### src/rtl/execute_control_unit_pkg.sv
// Shared decode constants for the execute stage: opcodes, funct fields,
// ALU operation codes and the 2-bit alu_opcode class encodings.
package execute_control_unit_pkg;

  localparam logic [5:0] R_TYPE = 6'b000000;
  localparam logic [5:0] LW     = 6'b100011;
  localparam logic [5:0] SW     = 6'b101011;
  localparam logic [5:0] BEQ    = 6'b000100;
  localparam logic [5:0] BNE    = 6'b000101;
  localparam logic [5:0] ADDI   = 6'b001000;
  localparam logic [5:0] ORI    = 6'b001101;
  localparam logic [5:0] LUI    = 6'b001111;
  localparam logic [5:0] J      = 6'b000010;

  localparam logic [5:0] FUNCT_ADD = 6'b100000;
  localparam logic [5:0] FUNCT_SUB = 6'b100010;
  localparam logic [5:0] FUNCT_AND = 6'b100100;
  localparam logic [5:0] FUNCT_OR  = 6'b100101;
  localparam logic [5:0] FUNCT_NOR = 6'b100111;
  localparam logic [5:0] FUNCT_SLT = 6'b101010;

  typedef enum logic [1:0] {
    ALUOP_MEM    = 2'b00,
    ALUOP_BRANCH = 2'b01,
    ALUOP_FUNCT  = 2'b10,
    ALUOP_OR     = 2'b11
  } alu_opcode_e;

  typedef enum logic [3:0] {
    ALU_AND  = 4'b0000,
    ALU_OR   = 4'b0001,
    ALU_ADD  = 4'b0010,
    ALU_SUB  = 4'b0110,
    ALU_SLT  = 4'b0111,
    ALU_NOR  = 4'b1100,
    ALU_NONE = 4'b1111
  } alu_op_e;

endpackage

### src/rtl/execute_control_unit_alu.sv
// Combinational ALU core; add/sub wrap modulo 2^WIDTH, unknown codes yield zero.
module arithmetic_logic_unit_core
  import execute_control_unit_pkg::*;
#(
  parameter int unsigned WIDTH = 32
) (
  input  logic [WIDTH-1:0] operand_a,
  input  logic [WIDTH-1:0] operand_b,
  input  logic [3:0]       alu_control,
  output logic [WIDTH-1:0] result
);

  logic less_than;

  always_comb begin
    less_than = ($signed(operand_a) < $signed(operand_b));
    result    = '0;
    case (alu_control)
      ALU_AND: result = operand_a & operand_b;
      ALU_OR:  result = operand_a | operand_b;
      ALU_ADD: result = operand_a + operand_b;
      ALU_SUB: result = operand_a - operand_b;
      ALU_SLT: result = {{(WIDTH-1){1'b0}}, less_than};
      ALU_NOR: result = ~(operand_a | operand_b);
      default: result = '0;
    endcase
  end

endmodule

### src/rtl/execute_control_unit.sv
// Execute stage: combinational opcode/ALU-control decode feeding a registered
// ALU result and zero flag.
module execute_control_unit
  import execute_control_unit_pkg::*;
#(
  parameter int unsigned WIDTH = 32
) (
  input  logic             system_clock,
  input  logic             reset,
  input  logic             hold,
  input  logic [5:0]       opcode,
  input  logic [5:0]       function_code,
  input  logic [WIDTH-1:0] operand_a,
  input  logic [WIDTH-1:0] operand_register,
  input  logic [WIDTH-1:0] extended_immediate,
  output logic             branch_eq,
  output logic             branch_ne,
  output logic             jump,
  output logic             memory_read,
  output logic             memory_write,
  output logic             memory_to_register,
  output logic             register_destination,
  output logic             register_write,
  output logic             alu_source,
  output logic             shift_upper,
  output logic [1:0]       alu_opcode,
  output logic [3:0]       alu_control_signal,
  output logic [WIDTH-1:0] result_output,
  output logic             zero_output
);

  alu_opcode_e      alu_class;
  logic [WIDTH-1:0] operand_b;
  logic [WIDTH-1:0] alu_result;

  always_comb begin
    branch_eq            = 1'b0;
    branch_ne            = 1'b0;
    jump                 = 1'b0;
    memory_read          = 1'b0;
    memory_write         = 1'b0;
    memory_to_register   = 1'b0;
    register_destination = 1'b0;
    register_write       = 1'b0;
    alu_source           = 1'b0;
    shift_upper          = 1'b0;
    alu_class            = ALUOP_MEM;
    case (opcode)
      R_TYPE: begin
        register_destination = 1'b1;
        register_write       = 1'b1;
        alu_class            = ALUOP_FUNCT;
      end
      LW: begin
        alu_source         = 1'b1;
        memory_read        = 1'b1;
        memory_to_register = 1'b1;
        register_write     = 1'b1;
      end
      SW: begin
        alu_source   = 1'b1;
        memory_write = 1'b1;
      end
      BEQ: begin
        branch_eq = 1'b1;
        alu_class = ALUOP_BRANCH;
      end
      BNE: begin
        branch_ne = 1'b1;
        alu_class = ALUOP_BRANCH;
      end
      ADDI: begin
        alu_source     = 1'b1;
        register_write = 1'b1;
      end
      ORI: begin
        alu_source     = 1'b1;
        register_write = 1'b1;
        alu_class      = ALUOP_OR;
      end
      LUI: begin
        shift_upper    = 1'b1;
        alu_source     = 1'b1;
        register_write = 1'b1;
      end
      J:       jump = 1'b1;
      default: ;
    endcase
  end

  assign alu_opcode = alu_class;

  always_comb begin
    alu_control_signal = ALU_NONE;
    case (alu_class)
      ALUOP_MEM:    alu_control_signal = ALU_ADD;
      ALUOP_BRANCH: alu_control_signal = ALU_SUB;
      ALUOP_OR:     alu_control_signal = ALU_OR;
      ALUOP_FUNCT: begin
        case (function_code)
          FUNCT_ADD: alu_control_signal = ALU_ADD;
          FUNCT_SUB: alu_control_signal = ALU_SUB;
          FUNCT_AND: alu_control_signal = ALU_AND;
          FUNCT_OR:  alu_control_signal = ALU_OR;
          FUNCT_NOR: alu_control_signal = ALU_NOR;
          FUNCT_SLT: alu_control_signal = ALU_SLT;
          default:   alu_control_signal = ALU_NONE;
        endcase
      end
      default: alu_control_signal = ALU_NONE;
    endcase
  end

  assign operand_b = alu_source ? extended_immediate : operand_register;

  arithmetic_logic_unit_core #(.WIDTH(WIDTH)) alu_core (
    .operand_a   (operand_a),
    .operand_b   (operand_b),
    .alu_control (alu_control_signal),
    .result      (alu_result)
  );

  // zero flag is derived from the same combinational result being captured
  always_ff @(posedge system_clock) begin
    if (reset) begin
      result_output <= '0;
      zero_output   <= 1'b1;
    end else if (!hold) begin
      result_output <= alu_result;
      zero_output   <= (alu_result == '0);
    end
  end

endmodule

### config.mk
export PLATFORM = sky130hd
export DESIGN_NAME = execute_control_unit
export DESIGN_NICKNAME = d
export VERILOG_FILES = /design/src/rtl/execute_control_unit_pkg.sv /design/src/rtl/execute_control_unit_alu.sv /design/src/rtl/execute_control_unit.sv
export SDC_FILE = /design/constraint.sdc
export NUM_CORES = 1
export LEC_CHECK = 0
export ABC_AREA = 1
export ABC_CLOCK_PERIOD_IN_PS = 6700
export BUFFER_PORTS_ARGS = -buffer_cell sky130_fd_sc_hd__buf_2
export CAP_MARGIN = 20
export CORE_ASPECT_RATIO = 0.9
export CORE_UTILIZATION = 59
export CTS_CLUSTER_DIAMETER = 200
export DETAILED_ROUTE_END_ITERATION = 16
export GPL_ROUTABILITY_DRIVEN = 0
export PLACE_DENSITY = 0.91
export SLEW_MARGIN = 20
export SYNTH_ARGS = -nofsm -noshare
export SYNTH_HDL_FRONTEND = slang
export SYNTH_SLANG_ARGS = --single-unit
### constraint.sdc
create_clock -name system_clock -period 6.7 [get_ports system_clock]
set_clock_uncertainty 0.2 [all_clocks]
set_input_delay 0.335 -clock system_clock [delete_from_list [all_inputs] [get_ports system_clock]]
set_output_delay 0.335 -clock system_clock [all_outputs]
set_load 0.03 [all_outputs]
==> summary.txt, run 1 <==
Timing
  • Hold slack: 0.2920 ns
  • Final Hold Vio Count: 0
  • Final clock period utilization by the worst path: 63.89%
  • Sum of negative setup slack: 0 ns
  • Setup repair after global routing missed its margin: false
  • Count of pins over their slew limit: 0
  • Max Freq: 233.6 MHz
  • Relative slew slack: 24.14%
  • Shortest period the worst path allows: 4.281 ns
  • Number of endpoints failing setup at the final stage: 0
  • Tightest Pin Transition: 1.137 ns

Critical path
  • Startpoint-to-endpoint class of the critical path: input port to register
  • Reg-to-reg slack, setup: 5.73 ns
  • Delay of the slowest cell on the worst path: 0.54 ns
  • Capture instance of the worst register-to-register path: result_output[20]$_SDFFE_PP0N_
  • Startpoint Class: input port
  • CP max stage cell: ha_1
  • Top fanout value on the critical path: 39
  • Capturing element type of the critical path: register
  • Length in cells of the worst reg-to-reg path: 4
  • Critical path, cell by cell: buf_2 -> inv_1 -> nor3_1 -> inv_1 -> o211ai_1 -> buf_4 -> nand2_1 -> o21ai_0 -> inv_1 -> ha_1 -> o21ai_0 -> a21oi_1 -> nor2_1 -> nor2_1 -> inv_1 -> a21oi_1 -> nand3_1 -> nand3_1 -> nand3_1 -> nor2_1 -> nand3_1 -> o21bai_2
  • Reg-to-reg startpoint: result_output[20]$_SDFFE_PP0N_
  • WP data required: 6.71 ns
  • Crit path DAT: 4.29 ns
  • Critical path origin: opcode[5]
  • Critical path endpoint: zero_output$_SDFFE_PP1N_

Yosys
  • Number of warnings reported in the yosys synthesis log: 0
  • Synthesized netlist cell count: 1,665
  • Post-synthesis instance area: 0.008622 mm²
  • Number of register bits inferred by synthesis: 33
  • Cell type with the largest total area after synthesis: nand2_1
  • Area contributors post-synth: nand2_1, inv_1, ha_1
  • Share of the yosys chip area belonging to registers: 7.662%
  • Post-synthesis cell type count: 40
  • Synthesized area per cell: 5.178 µm²
  • Net count after synthesis: 1,880
  • Portion of synthesized cell area occupied by the leading cell type: 20.03%

Clock tree
  • Count of H-tree levels built during CTS: 2
  • CTS tree: done
  • Sink Count: 33
  • CTS Hold Bufs: 0
  • CTS Root Buffer Type: clkbuf_16
  • Worst-Skew Late Latency: 0.27 ns
  • Clock edge transition at the registers on the reported setup and hold paths: 0.05 ns
  • Clock buffer count from CTS: 5
  • Buffer levels on the longest clock path: 2
  • Number of buffers added for setup after CTS: 0
  • Count of cells resized by post-cts repair: 0

Die
  • Starting utilization of the core area: 60.90%
  • Die boundary width: 129.4 µm
  • Area of the core: 0.01416 mm²
  • Number of top-level pins: 160
  • Height of the chip: 116.7 µm
  • Area of the die: 0.01510 mm²
  • Placement Rows: 41

Finish
  • Layout net count: 1,996
  • Post-route cell area: 0.009570 mm²
  • ANT cells: 0
  • Fraction of layout cells with a size suffix above 1: 11.11%
  • Signed area change from the synthesized netlist to the final layout: 11.00%

Global routing
  • Global-route wire length before repair: 46.86 mm
  • Total routing usage reported by global routing: 39.03%
  • Largest net degree at the start of global routing: 47
  • Total congestion overflow after global routing: 0
  • Vias in the first global route: 9,839
  • Number of antenna violations at the first check in global routing: 0

Power
  • Peak ir drop on the vdd network: 0.0001529 V
  • Leakage power: 5.791 nW
  • PD cells: 136.8 mW/mm²

Placement
  • PortBufs: 159
  • Dpl hpwl: 24.17 mm
  • Placed Instance Area: 0.009432 mm²

Route
  • DR pass1 iterations: 8
  • Avg WL per Cell: 14.90 µm
  • Number of antenna-violating nets in the routed design: 0
  • Drt via density: 5.664
  • Routed wire length: 29.43 mm
  • First DRT Iteration DRCs: 1,955
  • Total via count after detailed routing: 11,190
  • Post-route DRC violation count: 0

Min path
  • Classification of the worst-slack hold path: register to register
  • Cell depth of the worst min-delay path: 2

Run
  • Number of violations of the max-capacitance limit: 0

Status
  • Status: finished, final reports clean
## worst max-delay path, delay by kind of cell
kind	cells	cell delay [ns]
compound gates	6	1.35
simple gates	9	1.21
buf+inv	6	0.84
fa+ha+maj	1	0.54
## registers in the layout, summed over array words and instances (netlist names)
name and count:
result_output 32, zero_output 1
## where the power goes
group	internal, mW	switching (mW)	total, mW
registers	0.218	0.0127	0.231
clock network	0.136	0.0813	0.218
logic	0.261	0.600	0.861
## cells in the final DEF, fill, tap and decap left out, types with 8 or more instances in the layout
master,instances
nand2_1,460
inv_1,346
nor2_1,213
nand3_1,163
buf_2,159
ha_1,102
o21ai_0,87
a21oi_1,61
nand4_1,33
dfxtp_1,33
nor3_1,20
xor2_1,18
o21bai_1,13
inv_2,8
o211ai_1,8
o21ai_1,8
## cells in the mapped netlist, drive strengths merged
cell and n:
nand2 467, inv 354, nor2 222, nand3 165, ha 102, o21ai 95, a21oi 62, clkbuf 37
dfxtp 33, nand4 33, nor3 21, xor2 18, buf 16, o21bai 14, o211ai 8, xnor2 4
and2 3, a31oi 2, fa 2, a21o 1, and3 1, nand2b 1, nand3b 1, nor4 1
o2111ai 1, o221ai 1
## metrics by stage
stage                     instances  utilization (%)  setup slack [ns]  power, mW
after CTS                      1975            67.59             2.601      1.261
after global routing           1975            67.59             2.061      1.393
final                          1975            67.59             2.419      1.310
after floorplan                1665                -             2.815     0.8030
after global placement         1967            66.61             2.461      1.026
after detailed placement       1967            66.61             2.345      1.044
## cell families after synthesis
logic type | synth area share, %
adders and majority gates | 15.27
and+or+nand+nor | 44.97
xor gates and xnor gates | 2.235
DFF | 7.662
AOI/OAI and AO/OA | 11.55
buffers and inverters | 18.31
## how the worst min path moves through the flow
stage,from,slack [ns],to
global placement,result_output[0]$_SDFFE_PP0N_,0.26,result_output[0]$_SDFFE_PP0N_
finish,result_output[22]$_SDFFE_PP0N_,0.29,result_output[22]$_SDFFE_PP0N_
global route,result_output[22]$_SDFFE_PP0N_,0.32,result_output[22]$_SDFFE_PP0N_
CTS,result_output[22]$_SDFFE_PP0N_,0.29,result_output[22]$_SDFFE_PP0N_
detailed placement,result_output[29]$_SDFFE_PP0N_,0.29,result_output[29]$_SDFFE_PP0N_
floorplan,reset,0.33,result_output[10]$_SDFFE_PP0N_
## per-layer routing
layer / wire length (µm) / track usage, % / vias to the layer above
met1: 11020 / 49.38 / 4754
met2: 11960 / 60.07 / 942
met4: 1261 / 15.74 / 0
met5: 0 / 0 / -
met3: 5190 / 14.20 / 154
li1: - / - / 5337
## layout make-up
cell class,count,area [µm²]
fillers,1378,4588
repair buffers,162,818.3
clock buffers,6,128.9
flip-flops and latches,33,660.6
well taps,193,241.5
clock inverters,2,10.01
multi-input cells,1225,6382
inverters,354,1329
(Power assumes the default switching activity.)
==> inputs of run 2 (changes only) <==
Settings changed: ABC_CLOCK_PERIOD_IN_PS 6700 to 3600, CORE_UTILIZATION 59 to 53, PLACE_DENSITY 0.91 to 0.87.
Clock period 6.7 ns to 3.6 ns, I/O delays scaled along.
==> summary.txt, run 2 <==
Status
  • Status: stopped before the end
  • Stage at which the run stopped: global routing
  • First error message: [ERROR GRT-0232] Routing congestion too high. Check the congestion heatmap in the GUI.

Yosys
  • Share of the yosys chip area belonging to registers: 7.662% (unchanged)
  • Area contributors post-synth: nand2_1, inv_1, ha_1
  • Share of async-settable or async-resettable flops after synthesis: 0% (unchanged)
  • Number of warnings reported in the yosys synthesis log: 0 (unchanged)
  • Synthesized netlist cell count: 1,665 (unchanged)
  • Portion of synthesized cell area occupied by the leading cell type: 20.03% (unchanged)
  • Number of enable flip-flop cells after synthesis: 0 (unchanged)
  • Post-synthesis instance area: 0.008622 mm² (unchanged)
  • Number of register bits inferred by synthesis: 33 (unchanged)
  • Top-count cell post-synth: nand2_1
  • Cell type with the largest total area after synthesis: nand2_1
  • Net count after synthesis: 1,880 (unchanged)
  • Post-synthesis cell type count: 40 (unchanged)
  • Synthesized area per cell: 5.178 µm² (unchanged)
  • Cell types with the highest counts after synthesis: nand2_1, inv_1, nor2_1
  • Top_reg_cell synth: dfxtp_1

Global routing
  • Largest net degree at the start of global routing: 47
  • Total congestion overflow after global routing: 12
  • Total routing usage reported by global routing: 75.55%

Placement
  • Dpl hpwl: 26.78 mm (+11%)
  • Worst Setup Slack post-DPL: -0.5317 ns (-2.877 ns)
  • Placed Instance Area: 0.01121 mm² (+19%)
  • PortBufs: 159 (unchanged)

Clock tree
  • Sink Count: 33 (unchanged)
  • Count of H-tree levels built during CTS: 2 (unchanged)
  • CTS Root Buffer Type: clkbuf_16
  • Buffer levels on the longest clock path: 2 (unchanged)
  • Clock buffer count from CTS: 5 (unchanged)

Die
  • Height of the chip: 123 µm (+5.4%)
  • Starting utilization of the core area: 55.07% (-5.8 points)
  • Placement Rows: 43 (+4.9%)
  • Die boundary width: 136.4 µm (+5.4%)
  • Number of top-level pins: 160 (unchanged)

Timing
  • Worst ep type: register input
  • Worst setup endpoint after the global-route repair_timing: zero_output$_SDFFE_PP1N_/D
## run 2: cell counts after synthesis
No cell type changed its count.
## run 2: repair_timing
item / CTS
endpoints found under the setup margin: 8
resized for setup: 14
hold buffers: 0
pin swaps: 2
buffers inserted: 1
## run 2: cells by family after synthesis
logic type | synth area share (%)
AOI/OAI and AO/OA | 11.55
xor gates and xnor gates | 2.235
adders and majority gates | 15.27
buffers and inverters | 18.31
DFF | 7.662
and+or+nand+nor | 44.97
## run 2: per-stage QoR
| step | instances | util [%] |
|---|---|---|
| 2_1_floorplan | 1665 | - |
| 3_3_place_gp | 2208 | 71.60 |
| 3_5_place_dp | 2208 | 71.60 |
| 4_1_cts | 2217 | 73.12 |
## run 2: per-layer routing
layer	overflow	GRT usage [%]
met5	0	33.02
met4	6	72.71
met3	0	64.25
met2	6	89.31
met1	0	76.06
==> inputs of run 3 (changes only) <==
Settings changed: ABC_CLOCK_PERIOD_IN_PS 3600 to 4700, CORE_ASPECT_RATIO 0.9 to not set, CORE_UTILIZATION 53 to 40, CTS_CLUSTER_DIAMETER 200 to not set, PLACE_DENSITY 0.87 to not set, PLACE_DENSITY_LB_ADDON set to 0.15.
Clock period 3.6 ns to 4.7 ns, I/O delays scaled along.
==> summary.txt, run 3 (synthesis gave the netlist of run 1 again) <==
Status
  • Status: finished, final reports clean

Finish
  • ANT cells: 0
  • Final Non-Filler Cells: 2,063
  • Commonest non-fill, non-tap cell in the layout: nand2_1
  • Most frequent cells in the layout: nand2_1, inv_1, nor2_1, nand3_1, buf_2
  • Fraction of layout cells with a size suffix above 1: 11.47%
  • Largest register FFs: 32
  • Largest regs: result_output x32, zero_output x1
  • Layout net count: 2,002
  • Register with the most flip-flops: result_output
  • Signed area change from the synthesized netlist to the final layout: 12.93%

Min path
  • Hold worst-path end: result_output[3]$_SDFFE_PP0N_
  • Cell depth of the worst min-delay path: 4
  • Classification of the worst-slack hold path: input port to register
  • Min-Delay Startpoint: reset

Timing
  • Setup repair after global routing missed its margin: false
  • Final clock period utilization by the worst path: 85.72%
  • Hold slack: 0.1844 ns
  • Max Freq: 248.2 MHz
  • Shortest period the worst path allows: 4.029 ns
  • Sum of negative setup slack: 0 ns
  • Tightest Pin Transition: 0.7886 ns
  • Final Hold Vio Count: 0
  • Relative slew slack: 47.30%
  • Count of pins over their slew limit: 0
  • Number of endpoints failing setup at the final stage: 0

Placement
  • Dpl hpwl: 26.88 mm (+0.37%)
  • PortBufs: 159 (unchanged)
  • Cell count after placement: 2,055 (-6.9%)

Clock tree
  • Count of H-tree levels built during CTS: 2 (unchanged)
  • Worst-Skew Late Latency: 0.27 ns
  • CTS Hold Bufs: 0 (unchanged)
  • CTS Root Buffer Type: clkbuf_16
  • Buffer levels on the longest clock path: 2 (unchanged)
  • Sink Count: 33 (unchanged)
  • Clock buffer count from CTS: 5 (unchanged)
  • Clock edge transition at the registers on the reported setup and hold paths: 0.05 ns
  • CTS tree: done
  • Count of cells resized by post-cts repair: 0 (-14)
  • Number of buffers added for setup after CTS: 0 (-1)

Global routing
  • Vias in the first global route: 9,275
  • Global-route wire length before repair: 48.72 mm
  • Largest net degree at the start of global routing: 47
  • Total congestion overflow after global routing: 0
  • Total routing usage reported by global routing: 28.37%
  • Number of antenna violations at the first check in global routing: 1

Critical path
  • Capture instance of the worst register-to-register path: zero_output$_SDFFE_PP1N_
  • Startpoint Class: input port
  • Crit path DAT: 4.04 ns
  • Most frequent cell on the critical path: nand2_1
  • WP data required: 4.71 ns
  • Length in cells of the worst reg-to-reg path: 3
  • Top fanout value on the critical path: 21
  • Startpoint-to-endpoint class of the critical path: input port to register
  • Reg-to-reg startpoint: zero_output$_SDFFE_PP1N_
  • CP max stage cell: fa_1
  • Capturing element type of the critical path: register
  • Reg-to-reg slack, setup: 3.78 ns
  • Delay of the slowest cell on the worst path: 0.45 ns

Die
  • Number of top-level pins: 160 (unchanged)
  • Area of the die: 0.02215 mm²
  • Placement Rows: 53 (+23%)
  • Die boundary width: 148.8 µm (+9.1%)
  • Starting utilization of the core area: 40.89% (-14 points)
  • Height of the chip: 148.8 µm (+21%)
  • Area of the core: 0.02109 mm²

Route
  • Drt via density: 5.133
  • Routed wire length: 31.66 mm
  • DR pass1 iterations: 6
  • Number of antenna-violating nets in the routed design: 0
  • Post-route DRC violation count: 0
  • Total via count after detailed routing: 10,590
  • First DRT Iteration DRCs: 1,169
  • Avg WL per Cell: 15.35 µm

Power
  • Part of the power in registers: 17.4%
  • Part of the total power dissipated in combinational logic: 64.7%
  • Peak ir drop on the vdd network: 0.0001300 V
  • Switching share of total power: 51.59%
  • Power, Total: 1.875 mW
  • Internal power: 0.9077 mW
  • PD cells: 192.6 mW/mm²
  • Power spent charging and discharging nets: 0.9674 mW
  • Clk pwr share: 17.9%
  • Leakage power: 5.831 nW

Run
  • Number of violations of the max-capacitance limit: 0
-- run 3: worst max-delay path, delay by kind of cell --
| kind | cells | cell delay, ns |
|---|---|---|
| AOI/OAI and AO/OA | 3 | 0.49 |
| adders and majority gates | 2 | 0.74 |
| buffers and inverters | 4 | 0.53 |
| and+or+nand+nor | 17 | 2.03 |
-- run 3: through the flow --
stage / area (µm²) / util, % / setup slack, ns
6_report: 9737 / 46.17 / 0.6709
5_1_grt: 9737 / 46.17 / 0.2611
4_1_cts: 9737 / 46.17 / 0.7714
3_5_place_dp: 9579 / 45.43 / 0.4968
3_3_place_gp: 9579 / 45.43 / 0.5338
2_1_floorplan: 8622 / - / 0.9151
-- run 3: how the worst max path moves through the flow --
stage               startpoint                  endpoint  slack [ns]  depth (start not counted)
global route         opcode[0]  zero_output$_SDFFE_PP1N_        0.26                         26
detailed placement   opcode[0]  zero_output$_SDFFE_PP1N_        0.50                         26
floorplan            opcode[5]  zero_output$_SDFFE_PP1N_        0.92                         23
global placement     opcode[0]  zero_output$_SDFFE_PP1N_        0.53                         26
finish               opcode[0]  zero_output$_SDFFE_PP1N_        0.67                         26
CTS                  opcode[0]  zero_output$_SDFFE_PP1N_        0.77                         26
-- run 3: layout make-up --
class	count	area, µm²
clock buffer	7	152.6
clock inverter	1	5.005
multi-input combinational	1225	6382
inverter	354	1329
tap	275	344.1
timing repair buffer	168	863.3
fill	2457	11350
sequential	33	660.6
-- run 3: per-layer routing --
layer  wire [µm]  up-vias  track usage [%]
met5          13        -                0
met4         926        2            9.133
met3        3479       57            4.648
met2       12960      518            42.85
met1       14280     4656            40.63
li1            -     5356                -
-- run 3: power by group through the flow --
stage	clock (mW)	sequential [mW]	combinational (mW)
6_report	0.336	0.326	1.21
5_1_grt	0.353	0.329	1.34
4_1_cts	0.342	0.326	1.18
3_5_place_dp	0	0.331	1.18
3_3_place_gp	0	0.331	1.17
2_1_floorplan	0	0.391	0.754
